`src/rtl/reg_file_writeback_stage.sv`:
```
// Write-back stage feeding the register file write port: result FIFO,
// registered write port and per-register pending-write scoreboard.
module reg_file_writeback_stage #(
    parameter int unsigned DATA_WIDTH     = 32,
    parameter int unsigned SEL_WIDTH      = 4,
    parameter int unsigned NUM_REGS       = 2**SEL_WIDTH,
    parameter int unsigned FIFO_DEPTH     = 2,
    parameter int unsigned PEND_CNT_WIDTH = 2
) (
    input  logic                            clk,
    input  logic                            rst_n,
    input  logic                            issue_valid,
    input  logic [SEL_WIDTH-1:0]            issue_sel,
    output logic                            issue_stall,
    input  logic [SEL_WIDTH-1:0]            query_sel_ra,
    input  logic [SEL_WIDTH-1:0]            query_sel_rb,
    input  logic [SEL_WIDTH-1:0]            query_sel_rc,
    output logic                            query_busy_ra,
    output logic                            query_busy_rb,
    output logic                            query_busy_rc,
    input  logic                            res_valid,
    output logic                            res_ready,
    input  logic [SEL_WIDTH-1:0]            res_sel,
    input  logic [DATA_WIDTH-1:0]           res_data,
    input  logic                            wb_hold,
    output logic                            rf_write_en,
    output logic [SEL_WIDTH-1:0]            rf_write_sel,
    output logic [DATA_WIDTH-1:0]           rf_write_data,
    output logic [$clog2(FIFO_DEPTH):0]     fifo_count,
    output logic                            err_underflow
);
    localparam int unsigned PTR_WIDTH   = (FIFO_DEPTH > 1) ? $clog2(FIFO_DEPTH) : 1;
    localparam int unsigned COUNT_WIDTH = $clog2(FIFO_DEPTH) + 1;
    localparam logic [PEND_CNT_WIDTH-1:0] PEND_MAX = '1;

    typedef struct packed {
        logic [SEL_WIDTH-1:0]  sel;
        logic [DATA_WIDTH-1:0] data;
    } wb_entry_t;

    wb_entry_t                 fifo_mem [FIFO_DEPTH];
    wb_entry_t                 head_c;
    logic [PTR_WIDTH-1:0]      wr_ptr;
    logic [PTR_WIDTH-1:0]      rd_ptr;
    logic                      push_c;
    logic                      pop_c;
    logic                      issue_inc_c;
    logic                      underflow_c;
    logic [NUM_REGS-1:0]       inc_vec_c;
    logic [NUM_REGS-1:0]       dec_vec_c;
    logic [PEND_CNT_WIDTH-1:0] pend_cnt [NUM_REGS];

    // Handshake and pop decisions depend only on registered count
    always_comb begin
        res_ready = rst_n && (fifo_count < COUNT_WIDTH'(FIFO_DEPTH));
        push_c    = res_valid && res_ready;
        pop_c     = (fifo_count != '0) && !wb_hold;
        head_c    = fifo_mem[rd_ptr];
    end

    always_ff @(posedge clk) begin
        if (push_c) begin
            fifo_mem[wr_ptr] <= '{sel: res_sel, data: res_data};
        end
    end

    always_ff @(posedge clk or negedge rst_n) begin
        if (!rst_n) begin
            wr_ptr     <= '0;
            rd_ptr     <= '0;
            fifo_count <= '0;
        end else begin
            if (push_c) begin
                wr_ptr <= wr_ptr + PTR_WIDTH'(1);
            end
            if (pop_c) begin
                rd_ptr <= rd_ptr + PTR_WIDTH'(1);
            end
            fifo_count <= fifo_count + COUNT_WIDTH'(push_c) - COUNT_WIDTH'(pop_c);
        end
    end

    // Writes to the zero register are popped but never reach the register file
    always_ff @(posedge clk or negedge rst_n) begin
        if (!rst_n) begin
            rf_write_en   <= 1'b0;
            rf_write_sel  <= '0;
            rf_write_data <= '0;
        end else begin
            rf_write_en <= pop_c && (head_c.sel != '0);
            if (pop_c) begin
                rf_write_sel  <= head_c.sel;
                rf_write_data <= head_c.data;
            end
        end
    end

    // A retiring write frees a slot in the same cycle, so a saturated issue may proceed
    always_comb begin
        issue_stall = issue_valid && (issue_sel != '0) && (pend_cnt[issue_sel] == PEND_MAX)
                      && !(rf_write_en && (rf_write_sel == issue_sel));
        issue_inc_c = issue_valid && !issue_stall && (issue_sel != '0);
        underflow_c = rf_write_en && (pend_cnt[rf_write_sel] == '0);
        inc_vec_c   = '0;
        dec_vec_c   = '0;
        if (issue_inc_c) begin
            inc_vec_c[issue_sel] = 1'b1;
        end
        if (rf_write_en) begin
            dec_vec_c[rf_write_sel] = 1'b1;
        end
        query_busy_ra = (query_sel_ra != '0) && (pend_cnt[query_sel_ra] != '0);
        query_busy_rb = (query_sel_rb != '0) && (pend_cnt[query_sel_rb] != '0);
        query_busy_rc = (query_sel_rc != '0) && (pend_cnt[query_sel_rc] != '0);
    end

    always_ff @(posedge clk or negedge rst_n) begin
        if (!rst_n) begin
            for (int r = 0; r < NUM_REGS; r++) begin
                pend_cnt[r] <= '0;
            end
            err_underflow <= 1'b0;
        end else begin
            for (int r = 0; r < NUM_REGS; r++) begin
                if (inc_vec_c[r] && !dec_vec_c[r]) begin
                    pend_cnt[r] <= pend_cnt[r] + PEND_CNT_WIDTH'(1);
                end else if (dec_vec_c[r] && !inc_vec_c[r] && (pend_cnt[r] != '0)) begin
                    pend_cnt[r] <= pend_cnt[r] - PEND_CNT_WIDTH'(1);
                end
            end
            if (underflow_c) begin
                err_underflow <= 1'b1;
            end
        end
    end

endmodule

```
`config.mk`:
```
export PLATFORM = sky130hd
export DESIGN_NAME = reg_file_writeback_stage
export DESIGN_NICKNAME = d
export VERILOG_FILES = /design/src/rtl/reg_file_writeback_stage.sv
export SDC_FILE = /design/constraint.sdc
export NUM_CORES = 1
export LEC_CHECK = 0
export CORE_UTILIZATION = 58
export CTS_CLUSTER_DIAMETER = 40
export DETAILED_ROUTE_END_ITERATION = 10
export PLACE_DENSITY = 0.93
export SYNTH_ARGS = -nofsm -noshare
export SYNTH_HDL_FRONTEND = slang
export SYNTH_SLANG_ARGS = --single-unit
```
`constraint.sdc`:
```
create_clock -name clk -period 3.9 [get_ports clk]
set_input_delay 0.39 -clock clk [delete_from_list [all_inputs] [get_ports clk]]
set_output_delay 0.39 -clock clk [all_outputs]
set_load 0.01 [all_outputs]
```
* Yosys cells after proc, flatten, opt, wreduce, memory -nomap -nowiden
Memory sizes are Yosys's and may differ from the RTL's. Index checks and enable logic that the tools add are counted.
Cells by class: add/sub/neg operators 36, multipliers 0, div/mod/pow operators 0, $lt $le $gt $ge 10, eq/ne operators 2, shift-type cells 0, mux-type cells 55, bitwise operators 5, reductions and logical operators 141
Operators with widths (number):
- $mux W2 | 42
- $reduce_bool A2 Y1 | 36
- $logic_and A1 B1 Y1 | 64
- $bmux W2 S4 | 5
- $logic_not A1 Y1 | 35
- $add A2 B1 Y2 const B | 16
- $mux W16 | 2
- $sub A2 B1 Y2 const B | 16
- $ge A5 B5 Y1 const B | 5
- $not A4 Y5 | 5
- $reduce_bool A4 Y1 | 5
- $lt A4 B5 Y1 const B | 2
- $demux W1 S4 | 2
- $ge A4 B1 Y1 const B | 2
- $eq A4 B4 Y1 | 1
- $mux W1 | 4
- $add A1 B1 Y1 const B | 2
- $add A2 B1 Y2 | 1
- $eq A2 B2 Y1 const B | 1
- $logic_not A2 Y1 | 1
- $lt A2 B2 Y1 const B | 1
- $sub A2 B1 Y2 | 1
Storage, ports and cells: register bits after elaboration 74, bits in latches 0, bits in writable memories 72, ROM bits 0, bits of input ports 57, output and inout port bits 45, word-level logic and storage cells 273, memories kept 1
Memories:
- fifo_mem | depth 2, bits a word 36, rd ports 1, clocked after Yosys merged registers in 0, write ports 1, line 41 | wb_entry_t fifo_mem [FIFO_DEPTH];

* Depth between registers and ports, before layout
depth after elaboration 16, depth in mapped cells 11

* Worst setup path before layout
Ideal clock, no wire load.
path kind reg2reg, start register fifo_count[1], end memory fifo_mem[0][0] in the netlist's numbering (enable), setup time 0.429 ns, arrival time 2.389 ns, required time 3.471 ns, slack 1.081 ns, stages on the path, launching flop included 4, buffers on the path 0, cells stage by stage dfrtp_1 -> nor2b_1 -> nand2_1 -> nor2_1
Between the ends: cells in the longest elaborated chain, start to end 5
Ends and longest elaborated chain:
- start: declaration | line 29 | output logic [$clog2(FIFO_DEPTH):0] fifo_count,
- start signal: assignment | line 79 | fifo_count <= fifo_count + COUNT_WIDTH'(push_c) - COUNT_WIDTH'(pop_c);
- $lt A2 B2 Y1 | line 55 | res_ready = rst_n && (fifo_count < COUNT_WIDTH'(FIFO_DEPTH));
- $logic_and A1 B1 Y1 | line 55
- via res_ready | line 22 | output logic res_ready,
- $logic_and A1 B1 Y1 | line 56 | push_c = res_valid && res_ready;
- $mux W1 | line 62 | if (push_c) begin
- $mux W1 (not written as such) | line 63 | fifo_mem[wr_ptr] <= '{sel: res_sel, data: res_data};
- end: declaration | line 41
The timed path passes the listed nets, and every way through them passes these cells.

* Final worst setup path
start input issue_sel[1], end output issue_stall
Between the ends: cells in the longest elaborated chain, start to end 7, elaborated cells on any way between the ends 12, classes of those cells eq/ne (2); mux (3); bitwise (1); reduce/logical (6)
Ends and longest elaborated chain:
- start: declaration | line 13 | input logic [SEL_WIDTH-1:0] issue_sel,
- $not A4 Y5 (not written as such) | line 100 | issue_stall = issue_valid && (issue_sel != '0) && (pend_cnt[issue_sel] == PEND_MAX)
- $bmux W2 S4 | line 100
- $mux W2 (not written as such) (2 in a row) | line 100
- $eq A2 B2 Y1 | line 100
- $logic_and A1 B1 Y1 | line 100
- $logic_and A1 B1 Y1 * | line 101 | && !(rf_write_en && (rf_write_sel == issue_sel));
- end: declaration | line 14 | output logic issue_stall,
Mark *: on every way between the ends. The rest lies on a longest branch, timed or not. The select of a mux whose other input is x is not followed.

==> results.py <==
metrics = {
    "worst_setup_path": {
        "slowest_delay_ps": 880,
        "arrival_ps": 3160,
        "crit_required_ps": 3510,
        "crit_path_end": "issue_stall",
        "end_kind": "primary output",
        "crit_chain": "clkdlybuf4s50_1 -> mux4_2 -> mux2i_1 -> mux2_2 -> or3b_1 -> inv_4 -> clkdlybuf4s50_1",
        "crit_path_frequent_cell": "clkdlybuf4s50_1",
        "r2r_end": "pend_cnt[20]$_DFFE_PN0P_",
        "worst-path-max-fanout": 16,
        "r2r_slack_ps": 1640,
        "worst_setup_path_start_kind": "primary input",
        "reg2regPathDepth": 7,
        "criticalPathCategory": "in2out",
        "critPathSlowestCell": "clkdlybuf4s50_1",
        "r2r-start": "pend_cnt[19]$_DFFE_PN0P_",
        "crit_path_start": "issue_sel[1]",
    },
    "clock_tree": {
        "htreeDepth": 4,
        "cts_buffers": 17,
        "clkTransAtPathRegs_ps": 60,
        "clockRootBuffer": "clkbuf_16",
        "clockBufferDepth": 2,
        "clock_latency_ps": 420,
        "holdBufCountCts": 1,
        "cts_tree": "done",
        "ctsResizeCount": 0,
        "cts.sinks": 146,
        "cts_setup_buffers": 0,
    },
    "hold_path": {
        "hp-class": "in2async",
    },
    "die": {
        "fp-row-count": 40,
        "core_area_um2": 12000,
        "initial_core_util": 0.595,
        "die_height_um": 113,
        "die_area_um2": 12800,
        "io_pins": 102,
        "die_w_um": 113,
    },
    "grt": {
        "met3_usage": 0.103,
        "gr-total-overflow": 0,
        "grt_use_met1": 0.348,
        "grt_use_met2": 0.509,
        "grt_pass1_wl_mm": 29.0,
        "busiest_layer": "met2",
        "grtUsageTotal": 0.301,
        "grt_pass1_vias": 5732,
        "grt_max_degree": 75,
        "grt_antenna_before_repair": 0,
    },
    "cells_and_area": {
        "area_growth_pct": 24.1,
        "nets": 754,
        "drive_gt1_frac": 0.119,
        "fillers": 767,
        "stdcell_count": 854,
        "final_util": 0.738,
        "diodes": 0,
    },
    "drt": {
        "drc": 0,
        "routed_wl_mm": 18.1,
        "ant_nets": 0,
        "dr.pass1.iters": 5,
        "drt_iter0_markers": 401,
        "num_vias": 5483,
        "viasPerCell": 6.42,
        "wire_per_inst_um": 21.1,
    },
    "sta": {
        "setup_tns_ps": 0,
        "final-setup-viol-count": 0,
        "report.final.slew_viol_count": 0,
        "worst_slack_ps": 353,
        "hold_viol": 0,
        "min_period_ps": 3550,
        "fin_crit_sh": 0.910,
        "fmax_mhz": 282,
        "relSlewSlack": 0.237,
        "worst_slew_pin_slew_ps": 1140,
        "fin_skew_ps": 12.3,
        "rsz0062_at_grt": "no",
    },
    "synthesis": {
        "syn_inst": 604,
        "synthesis.nets": 664,
        "synth_area_leader_cell": "edfxtp_1",
        "synth_warnings": 0,
        "syn_area_um2": 7140,
        "synth_ff_type": "dfrtp_1",
        "synth_seq_cells": 146,
        "yosys-top-cells-area": "edfxtp_1 30%, dfrtp_1 26%, mux4_2 6.9%",
        "yosysMostFrequentCell": "nand2_1",
        "synthDistinctLibCells": 46,
        "async_reset_ff_frac": 0.507,
        "synth_common_cells": "98 x nand2_1, 74 x dfrtp_1, 72 x edfxtp_1",
        "syn_avg_cell_area_um2": 11.8,
        "synth_edf_count": 72,
        "yosysSeqAreaShare": 0.562,
        "yosys.area.top_type_share": 0.303,
    },
    "power": {
        "peakVddDrop_mv": 0.585,
        "p_per_area_nw_per_um2": 741,
        "p_leak_nw": 3.35,
    },
    "place": {
        "place_hpwl_mm": 11.8,
        "gp_congestion": 0.955,
        "portBuffers": 101,
        "dp_slack_ps": 382,
        "post-place-cells": 821,
    },
    "status": {
        "status": "complete, no violations",
    },
    "run": {
        "drv_cap": 0,
    },
}
-- per-stage QoR --
stage	total power [mW]	hold slack (ps)	cell area (µm²)
floorplan	3.78	94.4	7140
global placement	4.61	297	8220
detailed placement	4.76	296	8220
CTS	6.56	436	8860
global route	6.88	468	8860
finish	6.57	442	8860
-- layout make-up --
cell class,instances,area (µm²),area share
multi-input cells,414,2930,0.331
clock buffers,18,439,0.0495
clock inverters,14,196,0.0222
well taps,147,184,0.0208
flip-flops and latches,146,4020,0.453
inverters,6,25.0,0.00282
repair buffers,109,1070,0.121
-- kinds of logic (layout without fill, tap and decap cells) --
logic type,after synthesis,after routing,share of synthesized area
compound gates,122,122,0.111
xor+xnor,9,9,0.0110
fa+ha+maj,3,3,0.00525
buf+inv,44,147,0.0305
flops,146,146,0.562
mux,66,66,0.133
simple gates,214,214,0.147
-- per-layer routing --
layer	part of all wire	wire (µm)	vias to the layer above
met4	0.036	654	0
met3	0.10	1900	76
met2	0.50	9010	339
met1	0.36	6490	2647
met5	0	0	-
li1	-	-	2421
-- flip-flops by register name (all words and copies together) (netlist names), 2 cells and up --
| signal | count |
|---|---|
| fifo_count | 2 |
| pend_cnt | 32 |
| fifo_mem | 72 |
| rf_write_data | 32 |
| rf_write_sel | 4 |
-- worst min-delay path by stage --
stage                      from                             to  slack, ps  depth (start not counted)
after global routing      rst_n  rf_write_data[23]$_DFFE_PN0P_        470                          2
after detailed placement  rst_n   rf_write_data[0]$_DFFE_PN0P_        300                          1
final                     rst_n   rf_write_data[1]$_DFFE_PN0P_        440                          2
after floorplan           rst_n      err_underflow$_DFFE_PN0P_         90                          0
after CTS                 rst_n  rf_write_data[23]$_DFFE_PN0P_        440                          2
after global placement    rst_n   rf_write_data[0]$_DFFE_PN0P_        300                          1
-- cell usage in the layout (no fill, tap or decap), types with 3 or more instances in the layout --
| cell type | n |
|---|---|
| clkdlybuf4s50_1 | 100 |
| nand2_1 | 98 |
| dfrtp_1 | 73 |
| edfxtp_1 | 72 |
| o21ai_0 | 59 |
| mux2i_1 | 42 |
| nor2_1 | 25 |
| mux4_2 | 22 |
| o2111ai_1 | 18 |
| clkbuf_16 | 17 |
| or2_2 | 14 |
| nor3b_1 | 14 |
| and2_1 | 14 |
| nor2b_1 | 9 |
| nand2b_1 | 9 |
| and3_1 | 9 |
| o22ai_1 | 8 |
| buf_4 | 8 |
| xnor2_1 | 6 |
| a211o_1 | 6 |
| o211ai_1 | 6 |
| inv_1 | 5 |
| nand3b_1 | 5 |
| nand3_1 | 5 |
| a21oi_1 | 5 |
| nor3_1 | 4 |
| a32o_1 | 4 |
| o31ai_1 | 4 |
| xor2_1 | 3 |
| nor4_1 | 3 |
| o311ai_0 | 3 |
| o2bb2ai_1 | 3 |
| ha_1 | 3 |
| bufinv_16 | 3 |
| inv_8 | 3 |
| inv_6 | 3 |
-- worst max-delay path: cells and delay by family --
kind,cells,cell delay [ps]
AND/OR/NAND/NOR,1,410
multiplexers,3,700
buffers and inverters,3,1640
-- where the power goes --
group | total, mW | leakage, nW | internal [mW] | switching (mW)
clock | 1.75 | 0.310 | 1.05 | 0.701
sequential | 2.62 | 1.53 | 2.06 | 0.567
combinational | 2.19 | 1.51 | 1.12 | 1.07
total | 6.57 | 3.35 | 4.23 | 2.34
(Power assumes the default switching activity.)
